===== src/rtl/rv32_mod_muldiv_seq.sv =====
// rv32_mod_muldiv_seq: sequential RV32M multiply/divide unit.
// One shared shift/add-subtract datapath iterates one bit per clock for
// multiply (shift-add) and divide (restoring radix-2). Signed operands are
// reduced to magnitudes at acceptance and the result sign is fixed up at the end.
// EARLY_OUT=1 lets divide-by-zero and signed-overflow cases finish without iterating.
// Optional macro RV32_MULDIV_FAST_MUL_EN: multiplies use a combinational
// 33x33 signed multiplier and complete one cycle after acceptance.
module rv32_mod_muldiv_seq #(
  parameter int EARLY_OUT = 1
) (
  input  logic        clk,
  input  logic        rst,
  input  logic        req_valid,
  output logic        req_ready,
  input  logic [2:0]  req_funct3,
  input  logic [31:0] req_a,
  input  logic [31:0] req_b,
  output logic        rsp_valid,
  input  logic        rsp_ready,
  output logic [31:0] rsp_result,
  output logic        busy
);

  typedef enum logic [1:0] {IDLE = 2'd0, CALC = 2'd1, DONE = 2'd2} state_t;

  state_t      state_r;
  logic [4:0]  cnt_r;
  logic [2:0]  op_r;
  logic [31:0] hi_r;        // accumulator high half / partial remainder
  logic [31:0] lo_r;        // multiplier bits / dividend-then-quotient bits
  logic [31:0] mcand_r;     // multiplicand or divisor magnitude
  logic        sign_q_r;
  logic        sign_r_r;
  logic        spec_r;
  logic [31:0] spec_val_r;
  logic [31:0] result_r;
  logic        rsp_valid_r;

  // Request decode (only meaningful while accepting in IDLE)
  logic        a_signed_s, b_signed_s, sa_s, sb_s;
  logic [31:0] mag_a_s, mag_b_s;
  logic        div_zero_s, ovf_s, spec_s;
  logic [31:0] spec_val_s;

  assign a_signed_s = (req_funct3 == 3'b001) || (req_funct3 == 3'b010) ||
                      (req_funct3 == 3'b100) || (req_funct3 == 3'b110);
  assign b_signed_s = (req_funct3 == 3'b001) || (req_funct3 == 3'b100) ||
                      (req_funct3 == 3'b110);
  assign sa_s    = a_signed_s & req_a[31];
  assign sb_s    = b_signed_s & req_b[31];
  assign mag_a_s = sa_s ? (~req_a + 32'd1) : req_a;
  assign mag_b_s = sb_s ? (~req_b + 32'd1) : req_b;

  assign div_zero_s = req_funct3[2] && (req_b == 32'd0);
  assign ovf_s      = req_funct3[2] && !req_funct3[0] &&
                      (req_a == 32'h8000_0000) && (req_b == 32'hFFFF_FFFF);
  assign spec_s     = div_zero_s || ovf_s;

  // RISC-V mandated results for divide-by-zero and signed overflow
  always_comb begin
    spec_val_s = 32'd0;
    if (div_zero_s) begin
      spec_val_s = req_funct3[1] ? req_a : 32'hFFFF_FFFF;
    end else if (ovf_s) begin
      spec_val_s = req_funct3[1] ? 32'd0 : 32'h8000_0000;
    end else begin
      spec_val_s = 32'd0;
    end
  end

`ifdef RV32_MULDIV_FAST_MUL_EN
  logic signed [32:0] fa_s, fb_s;
  logic signed [63:0] fprod_s;
  logic [31:0]        fres_s;
  assign fa_s    = {sa_s, req_a};
  assign fb_s    = {sb_s, req_b};
  assign fprod_s = fa_s * fb_s;
  assign fres_s  = (req_funct3 == 3'b000) ? fprod_s[31:0] : fprod_s[63:32];
`endif

  // Shared adder: multiply adds the multiplicand to the high half,
  // divide subtracts the divisor from the left-shifted partial remainder.
  logic        is_div_s;
  logic [32:0] add_x_s, add_y_s, sum_s;
  logic [31:0] hi_n_s, lo_n_s;

  assign is_div_s = op_r[2];
  assign add_x_s  = is_div_s ? {hi_r, lo_r[31]} : {1'b0, hi_r};
  assign add_y_s  = {1'b0, mcand_r};
  assign sum_s    = is_div_s ? (add_x_s - add_y_s) : (add_x_s + add_y_s);

  // Next iteration value of the hi/lo datapath registers
  always_comb begin
    hi_n_s = hi_r;
    lo_n_s = lo_r;
    if (is_div_s) begin
      if (!sum_s[32]) begin
        hi_n_s = sum_s[31:0];
        lo_n_s = {lo_r[30:0], 1'b1};
      end else begin
        hi_n_s = add_x_s[31:0];
        lo_n_s = {lo_r[30:0], 1'b0};
      end
    end else begin
      if (lo_r[0]) begin
        hi_n_s = sum_s[32:1];
        lo_n_s = {sum_s[0], lo_r[31:1]};
      end else begin
        hi_n_s = add_x_s[32:1];
        lo_n_s = {add_x_s[0], lo_r[31:1]};
      end
    end
  end

  // Sign fix-up and result selection after the final iteration
  logic [63:0] prod_s, prod_fin_s;
  logic [31:0] quot_s, rem_s, final_s;

  assign prod_s     = {hi_n_s, lo_n_s};
  assign prod_fin_s = sign_q_r ? (64'd0 - prod_s) : prod_s;
  assign quot_s     = sign_q_r ? (32'd0 - lo_n_s) : lo_n_s;
  assign rem_s      = sign_r_r ? (32'd0 - hi_n_s) : hi_n_s;

  // Pick the op's result, overridden by the mandated special value
  always_comb begin
    final_s = 32'd0;
    if (spec_r) begin
      final_s = spec_val_r;
    end else begin
      case (op_r)
        3'b000:                 final_s = prod_fin_s[31:0];
        3'b001, 3'b010, 3'b011: final_s = prod_fin_s[63:32];
        3'b100, 3'b101:         final_s = quot_s;
        3'b110, 3'b111:         final_s = rem_s;
        default:                final_s = 32'd0;
      endcase
    end
  end

  // Control FSM and datapath registers
  always_ff @(posedge clk or posedge rst) begin
    if (rst) begin
      state_r     <= IDLE;
      cnt_r       <= 5'd0;
      op_r        <= 3'd0;
      hi_r        <= 32'd0;
      lo_r        <= 32'd0;
      mcand_r     <= 32'd0;
      sign_q_r    <= 1'b0;
      sign_r_r    <= 1'b0;
      spec_r      <= 1'b0;
      spec_val_r  <= 32'd0;
      result_r    <= 32'd0;
      rsp_valid_r <= 1'b0;
    end else begin
      case (state_r)
        IDLE: begin
          if (req_valid) begin
            op_r       <= req_funct3;
            sign_q_r   <= sa_s ^ sb_s;
            sign_r_r   <= sa_s;
            spec_r     <= spec_s;
            spec_val_r <= spec_val_s;
`ifdef RV32_MULDIV_FAST_MUL_EN
            if (!req_funct3[2]) begin
              result_r    <= fres_s;
              rsp_valid_r <= 1'b1;
              state_r     <= DONE;
            end else
`endif
            if ((EARLY_OUT != 0) && spec_s) begin
              result_r    <= spec_val_s;
              rsp_valid_r <= 1'b1;
              state_r     <= DONE;
            end else begin
              hi_r    <= 32'd0;
              lo_r    <= req_funct3[2] ? mag_a_s : mag_b_s;
              mcand_r <= req_funct3[2] ? mag_b_s : mag_a_s;
              cnt_r   <= 5'd31;
              state_r <= CALC;
            end
          end
        end
        CALC: begin
          hi_r  <= hi_n_s;
          lo_r  <= lo_n_s;
          cnt_r <= cnt_r - 5'd1;
          if (cnt_r == 5'd0) begin
            result_r    <= final_s;
            rsp_valid_r <= 1'b1;
            state_r     <= DONE;
          end
        end
        DONE: begin
          if (rsp_ready) begin
            rsp_valid_r <= 1'b0;
            state_r     <= IDLE;
          end
        end
        default: begin
          rsp_valid_r <= 1'b0;
          state_r     <= IDLE;
        end
      endcase
    end
  end

  assign req_ready  = (state_r == IDLE);
  assign busy       = (state_r != IDLE);
  assign rsp_valid  = rsp_valid_r;
  assign rsp_result = result_r;

endmodule


===== config.mk =====
export PLATFORM = sky130hd
export DESIGN_NAME = rv32_mod_muldiv_seq
export DESIGN_NICKNAME = d
export VERILOG_FILES = /design/src/rtl/rv32_mod_muldiv_seq.sv
export SDC_FILE = /design/constraint.sdc
export NUM_CORES = 1
export LEC_CHECK = 0
export BUFFER_PORTS_ARGS = -buffer_cell sky130_fd_sc_hd__buf_2
export CAP_MARGIN = 30
export CORE_MARGIN = 3
export CORE_UTILIZATION = 60
export DETAILED_ROUTE_END_ITERATION = 8
export HOLD_SLACK_MARGIN = 0.05
export PLACE_DENSITY_LB_ADDON = 0.25
export SYNTH_ARGS = -nofsm -noshare
export SYNTH_HDL_FRONTEND = slang
export SYNTH_SLANG_ARGS = --single-unit

===== constraint.sdc =====
create_clock -name clk -period 10.43 [get_ports clk]
set_input_delay 1.5645 -clock clk [delete_from_list [all_inputs] [get_ports clk]]
set_output_delay 1.5645 -clock clk [all_outputs]
set_load 0.03 [all_outputs]

# After elaboration in Yosys (flattened, before gate mapping)
# Index checks and enable logic that the tools add are counted.
# word_totals
ff_bits	174
inputBits	71
out_inout_bits	35
elab_cells	116
# op_classes
add_sub_neg	8
eq_ne	20
n_mux	44
bitwise	6
n_reduce_logical	26
# op_table
operator	n
$mux W32	23
$pmux W32 S2	3
$pmux W32 S4	1
$mux W33	2
$add A32 B1 Y32 const B	2
$eq A32 B32 Y1 const B	2
$mux W64	1
$not A32 Y32	2
$sub A1 B32 Y32 const A	2
$sub A1 B64 Y64 const A	1
$add A33 B32 Y33	1
$sub A33 B32 Y33	1
$logic_not A32 Y1	1
$eq A3 B3 Y1 const B	6
$mux W5	2
$pmux W5 S2	1
$eq A3 B2 Y1 const B	3
$reduce_and A3 Y1	3
$mux W2	4
$ne A2 B2 Y1 const B	4
$reduce_and A4 Y1	2
$eq A3 B1 Y1 const B	2
$logic_or A1 B1 Y1	6
$pmux W2 S3	1
18 further kinds	28

# Longest topological paths before layout
# Gate-level depths: netlist (run 1).
# logic_depth
word_depth	11
ltp_mapped	38

# Least setup slack after synthesis (run 1)
# Ideal clock, no wire load.
# synth_timing
kind	register to register
startpoint	register op_r[2]
endpoint	register result_r[28] (netlist: rsp_result[28])
arrival_time_ps	7611
required_ps	10283
path_slack_ps	2673
stages_incl_launch_ff	34
path_buffers	13
period_less_slack_ps	7757
cell_sequence	dfrtp_1 buf_4 buf_4 clkbuf_1 clkbuf_1 buf_2 buf_2 buf_1 buf_1 clkbuf_1 buf_1 mux2_2 ha_1 clkbuf_1 nand2_1 nor2_1 and3_1 a21oi_2 buf_4 xnor2_2 nand2_1 o21ai_0 ha_1 nor2b_1 o21ai_0 nor4_1 nand2_1 or2_2 clkbuf_1 nor3_1 nand3_1 o21a_1 o211ai_1 a41oi_1
# synth_via
elab_chain_cells	11
# synth_lines
item	line	rtl
start: declaration	28	logic [2:0] op_r;
start signal: assignment	159	op_r <= req_funct3;
$mux W33	88	assign add_x_s = is_div_s ? {hi_r, lo_r[31]} : {1'b0, hi_r};
$add A33 B32 Y33 or $sub A33 B32 Y33 (tied branches)	90	assign sum_s = is_div_s ? (add_x_s - add_y_s) : (add_x_s + add_y_s);
$mux W33	90	
$mux W1, or another cell as far along	97	if (!sum_s[32]) begin
$mux W32	96	if (is_div_s) begin
$sub A1 B64 Y64, or another cell as far along	120	assign prod_fin_s = sign_q_r ? (64'd0 - prod_s) : prod_s;
$mux W64, or another cell as far along	120	
$pmux W32 S4 *	130	case (op_r)
$mux W32 *	127	if (spec_r) begin
$mux W32 *	188	if (cnt_r == 5'd0) begin
$pmux W32 S2 *	156	case (state_r)
end signal: assignment	172	result_r <= spec_val_s;
end signal: assignment	189	result_r <= final_s;
end: declaration	36	logic [31:0] result_r;
# Mark *: on every way between the ends. The rest lies on a longest branch, timed or not. The select of a mux whose other input is x is not followed.
# A chain may end at the register's enable or synchronous reset.

# Final worst setup path (run 1)
# layout_timing
startpoint	register mcand_r[2]
endpoint	register result_r[28] (netlist: rsp_result[28])
# layout_via
elab_chain_cells	10
# layout_lines
item	line	rtl
start: declaration	31	logic [31:0] mcand_r;
start signal: assignment	178	mcand_r <= req_funct3[2] ? mag_b_s : mag_a_s;
$add A33 B32 Y33 or $sub A33 B32 Y33 (tied branches)	90	
$mux W33 *	90	
$mux W1, or another cell as far along	97	
$mux W32	96	
$sub A1 B64 Y64, or another cell as far along	120	
$mux W64, or another cell as far along	120	
$pmux W32 S4 *	130	
$mux W32 *	127	
$mux W32 *	188	
$pmux W32 S2 *	156	
# Marks and branches as above.

==> results of run 1 <==
[kinds of logic (layout without fill, tap and decap cells)]
family	count (synthesis)	after routing
flip-flops	174	174
AND/OR/NAND/NOR	818	818
XOR/XNOR	173	173
buffers and inverters	223	235
adder cells (fa/ha/maj)	41	41
AO/OA/AOI/OAI	827	827
multiplexers	98	98
[area by class of cell]
class                      instances  area share [%]
inverter                          59           1.183
sequential                       174           22.76
timing repair buffer             145           4.430
clock inverter                    12          0.7906
multi-input combinational       1957           66.01
clock buffer                      19           2.313
tap                              384           2.509
[routing by layer]
| metal | part of all wire [%] | global-route usage, % | vias to the layer above |
|---|---|---|---|
| li1 | - | - | 8737 |
| met1 | 37 | 57.32 | 9253 |
| met2 | 43 | 67.23 | 1390 |
| met3 | 13 | 13.88 | 339 |
| met4 | 7.1 | 25.71 | 2 |
| met5 | 0.017 | 0 | - |
[layout by cell type, fill, tap and decap left out, types with 41 or more instances in the layout]
master and instances:
nand2_1 235, a21oi_1 217, nor2_1 215, o21ai_0 210, dfrtp_1 172, xnor2_1 124, buf_2 104, nor3_1 81
nand3_1 70, a211oi_1 60, mux2i_1 56, inv_1 55, xor2_1 46, mux2_2 41
[worst max-delay path by stage]
stage	end	slack (ns)	depth (start not counted)
4_1_cts	rsp_result[28]	2.15	29
3_5_place_dp	rsp_result[6]	2.20	28
6_report	rsp_result[28]	1.80	29
2_1_floorplan	rsp_result[28]	2.67	33
3_3_place_gp	rsp_result[18]	2.50	29
5_1_grt	rsp_result[28]	1.10	29
[through the flow]
step | hold WS, ns | instances | area (um2)
after global placement | 0.4539 | 2716 | 18510
after global routing | 0.5104 | 2750 | 19150
after CTS | 0.4865 | 2748 | 19130
final | 0.4858 | 2750 | 19150
after detailed placement | 0.4653 | 2717 | 18540
after floorplan | 0.4432 | 2354 | 17880
[worst max-delay path, delay by kind of cell, from the launching register on]
family | cells | cell delay (ns)
buffers and inverters | 1 | 0.25
DFF | 1 | 0.45
xor gates and xnor gates | 2 | 0.35
and+or+nand+nor | 13 | 4.21
AOI/OAI and AO/OA | 11 | 2.59
adders and majority gates | 2 | 0.63
[sequential cells by signal, indices dropped and copies added, names as in the netlist, 2 cells and up]
register / count
cnt_r: 5
hi_r: 32
lo_r: 32
mcand_r: 32
op_r: 3
rsp_result: 32
spec_val_r: 32
state_r: 2
==> results.yml, run 1 <==
synth:
  synth_top_area_share_pct: 24.35
  synth_xor_area_share_pct: 8.600
  synth-main-ff-cell: "dfrtp_1"
  synth_common_cells: "235 x nand2_1, 217 x a21oi_1, 215 x nor2_1"
  yosys.area_share.simple_pct: 22.69
  synth_top_family_by_area: "compound AO/OA/AOI/OAI gates"
  netlist_area_um2: 17880
  muxShareOfSynthArea_pct: 5.794
  yosysWarningCount: 0
  synth-adder-area-share_pct: 2.911
  netlist_top_cells_area: "dfrtp_1 24%, a21oi_1 6.1%, xnor2_1 6.1%"
  synth_compound_area_share_pct: 30.61
  ys_seq_area_share_pct: 24.35
  synth_cell_types: 115
  synth-async-reset-ratio_pct: 100.0
  syn_inst: 2354
  syn_nets: 2466
  synth.most_common_cell: "nand2_1"
  avgSynthCellArea_um2: 7.596
  ys_seq_elements: 174
  synth-edff-count: 0
  yosys.area.top_type: "dfrtp_1"
timing:
  fin_ws_ns: 1.800
  rsz0062_at_grt: "no"
  setup_viol: 0
  max_freq_ghz: 0.1159
  fin_tns_setup_ns: 0
  slew_viol_final: 0
  fin_crit_ns: 8.630
  min_period_over_period_pct: 82.75
  finalHoldViolations: 0
  skew_ns: 0.01624
  relSlewSlack_pct: 29.51
  tightest_slew_ns: 1.055
die:
  die_area_um2: 31910
  die_y_um: 178.6
  pin_count: 106
  die_w_um: 178.6
  core-area_um2: 29010
  initial_utilization_pct: 61.63
  rows: 62
routing:
  drt-pass1-iter-count: 8
  dr.first_iter.drc_count: 3195
  vias_per_cell: 7.171
  routed-via-count: 19720
  drc: 0
  ant_nets: 0
  totalWireLength_um: 72610
  wire_per_inst_um: 26.40
cts:
  cts_buffer_depth: 2
  cts_buffers: 17
  cts_setup_buffers: 0
  cts_sinks: 174
  htreeDepth: 4
  hold_buffers: 0
  clkLatencyLatePin_ns: 0.47
  path_clk_slew_ns: 0.08
  cts_repair_resize_count: 0
  cts_tree: "yes"
  cts_root_buffer: "clkbuf_16"
placed_design:
  pre_cts_ws_ns: 2.197
  hpwl_um: 54640
  place.gp.congestion: 1.074
  numPortBuffers: 105
critical_path:
  rrSetupSlack_ns: 1.80
  path_class: "reg -> reg"
  startpoint_type: "flip-flop"
  cp_slowest_stage_delay_ns: 0.89
  cp_slowest_cell: "nor3b_1"
  cp-startpoint: "mcand_r[2]"
  worstPathMaxFanout: 16
  critPathMostFrequentCell: "nand2_1"
  critPathRequiredTime_ns: 10.73
  rr_startpoint: "mcand_r[2]"
  cp.arrival_ns: 8.93
  r2r_cells: 29
  cp-end-kind: "flip-flop"
  r2r-end: "rsp_result[28]"
worst_hold_path:
  hp-start: "spec_val_r[31]"
  whs_endpoint: "spec_val_r[31]"
  hp-class: "reg -> reg"
  whs_path_depth: 1
final_layout:
  nNetsFinal: 2466
  area_growth_pct: 7.095
  drive_gt1_share_pct: 12.51
  fill_cells: 2586
  multi_input_area_um2: 12640
  final_core_utilization_pct: 66.00
  register_area_um2: 4359
  diodes: 0
global_route:
  grt_pass1_wl_um: 108300
  grt_pass1_vias: 17900
  antenna_found_initial: 1
  grt_max_degree: 108
  track_usage_pct: 44.95
  grt_overflow: 0
run_status:
  status: "completed"
job:
  max_cap_violations: 0
Power of run 1 is left out: the tool's default activity adds up to more than one toggle a clock period on the data nets, which glitch-free logic cannot reach.
==> run 2: changes to the inputs <==
clock period = 9 ns   (was 10.43 ns; I/O delays follow)
==> results.yml, run 2 (synthesis gave the netlist of run 1 again) <==
run_status:
  status: "completed"
routing:
  wire_per_inst_um: 26.24
  totalWireLength_um: 72200
  vias_per_cell: 7.197
  drt-pass1-iter-count: 7
  ant_nets: 0
  routed-via-count: 19810
  drc: 0
  dr.first_iter.drc_count: 3149
final_layout:
  diodes: 0
  nNetsFinal: 2467
  final_common_cell: "nand2_1"
  layout_common_cells: "235 x nand2_1, 217 x a21oi_1, 215 x nor2_1"
  drive_gt1_share_pct: 12.63
  fin_area_um2: 19140
  stdcell_count: 2752
  fill_cells: 2590
  area_growth_pct: 7.019
cts:
  cts_buffers: 17
  htreeDepth: 4
  path_clk_slew_ns: 0.08
  cts_buffer_depth: 2
  cts_sinks: 174
  cts_root_buffer: "clkbuf_16"
  cts_setup_buffers: 0
  cts_repair_resize_count: 0
  hold_buffers: 0
  clkLatencyLatePin_ns: 0.48
  cts_tree: "yes"
critical_path:
  rr_startpoint: "mcand_r[0]"
  critPathRequiredTime_ns: 9.33
  worstPathMaxFanout: 12
  cp_slowest_stage_delay_ns: 0.69
  cp-startpoint: "mcand_r[0]"
  r2r-end: "rsp_result[18]"
  startpoint_type: "flip-flop"
  cp_slowest_cell: "a21oi_2"
  cp-end-kind: "flip-flop"
  rrSetupSlack_ns: 1.08
  cp.arrival_ns: 8.25
  endpoint: "rsp_result[18]"
  path_class: "reg -> reg"
  r2r_cells: 29
global_route:
  grt_pass1_vias: 17780
  grt_max_degree: 114
  track_usage_pct: 44.23
  grt_pass1_wl_um: 106900
  grt_overflow: 0
  antenna_found_initial: 0
die:
  die_y_um: 178.6
  rows: 62
  initial_utilization_pct: 61.63
  pin_count: 106
  core-area_um2: 29010
  die_w_um: 178.6
  die_area_um2: 31910
timing:
  rsz0062_at_grt: "no"
  tightest_slew_ns: 1.039
  slew_viol_final: 0
  max_freq_ghz: 0.1263
  setup_viol: 0
  skew_ns: 0.01818
  relSlewSlack_pct: 30.00
  finalHoldViolations: 0
  min_period_over_period_pct: 88.01
  holdWs_ns: 0.4782
  fin_tns_setup_ns: 0
  fin_crit_ns: 7.921
worst_hold_path:
  hp-class: "reg -> reg"
  whs_path_depth: 1
job:
  max_cap_violations: 0
placed_design:
  numPortBuffers: 105
  place.gp.congestion: 1.076
  dp.cells: 2719
  hpwl_um: 54440
  placed_cell_area_um2: 18550
-- run 2: changes by cell type in the layout (fill, tap and decap cells not counted), sizes merged --
cell    previous run  this run
buf              143       145
clkbuf            21        19
clkinv             5         6
inv               63        66
bufinv             2         0
-- run 2: how the worst min path moves through the flow --
stage	slack, ns	endpoint	start
after floorplan	0.44	spec_val_r[29]	spec_val_r[29]
after global routing	0.50	spec_val_r[31]	spec_val_r[31]
final	0.48	spec_val_r[31]	spec_val_r[31]
after detailed placement	0.46	spec_val_r[31]	spec_val_r[31]
after global placement	0.46	spec_val_r[31]	spec_val_r[31]
after CTS	0.48	spec_val_r[31]	spec_val_r[31]
-- run 2: stage by stage --
stage	util [%]	worst slack (ns)
4_1_cts	65.93	1.373
3_3_place_gp	63.86	1.736
6_report	65.96	1.079
5_1_grt	65.96	0.6505
2_1_floorplan	-	1.243
3_5_place_dp	63.93	1.404
-- run 2: routing by layer --
layer / share of wire [%] / global-route usage [%] / up-vias
li1: - / - / 8731
met1: 38 / 56.99 / 9324
met2: 43 / 66.11 / 1418
met3: 12 / 12.32 / 332
met4: 7.2 / 26.01 / 0
met5: 0 / 0 / -
-- run 2: cell type report --
cell class | instances | area, um2 | area share [%]
sequential | 174 | 4359 | 22.78
clock inverter | 14 | 141.4 | 0.7389
clock buffer | 18 | 439.2 | 2.295
timing repair buffer | 146 | 848.3 | 4.433
inverter | 59 | 226.5 | 1.183
tap | 384 | 480.5 | 2.511
multi-input combinational | 1957 | 12640 | 66.06
-- run 2: worst max-delay path: cells and delay by family, from the launching register on --
family,cells,cell delay [ns]
simple gates,16,3.98
compound gates,6,1.90
buf+inv,2,0.20
xor+xnor,2,0.39
fa+ha+maj,3,0.88
flops,1,0.43
Power of run 2 is left out for the same reason.
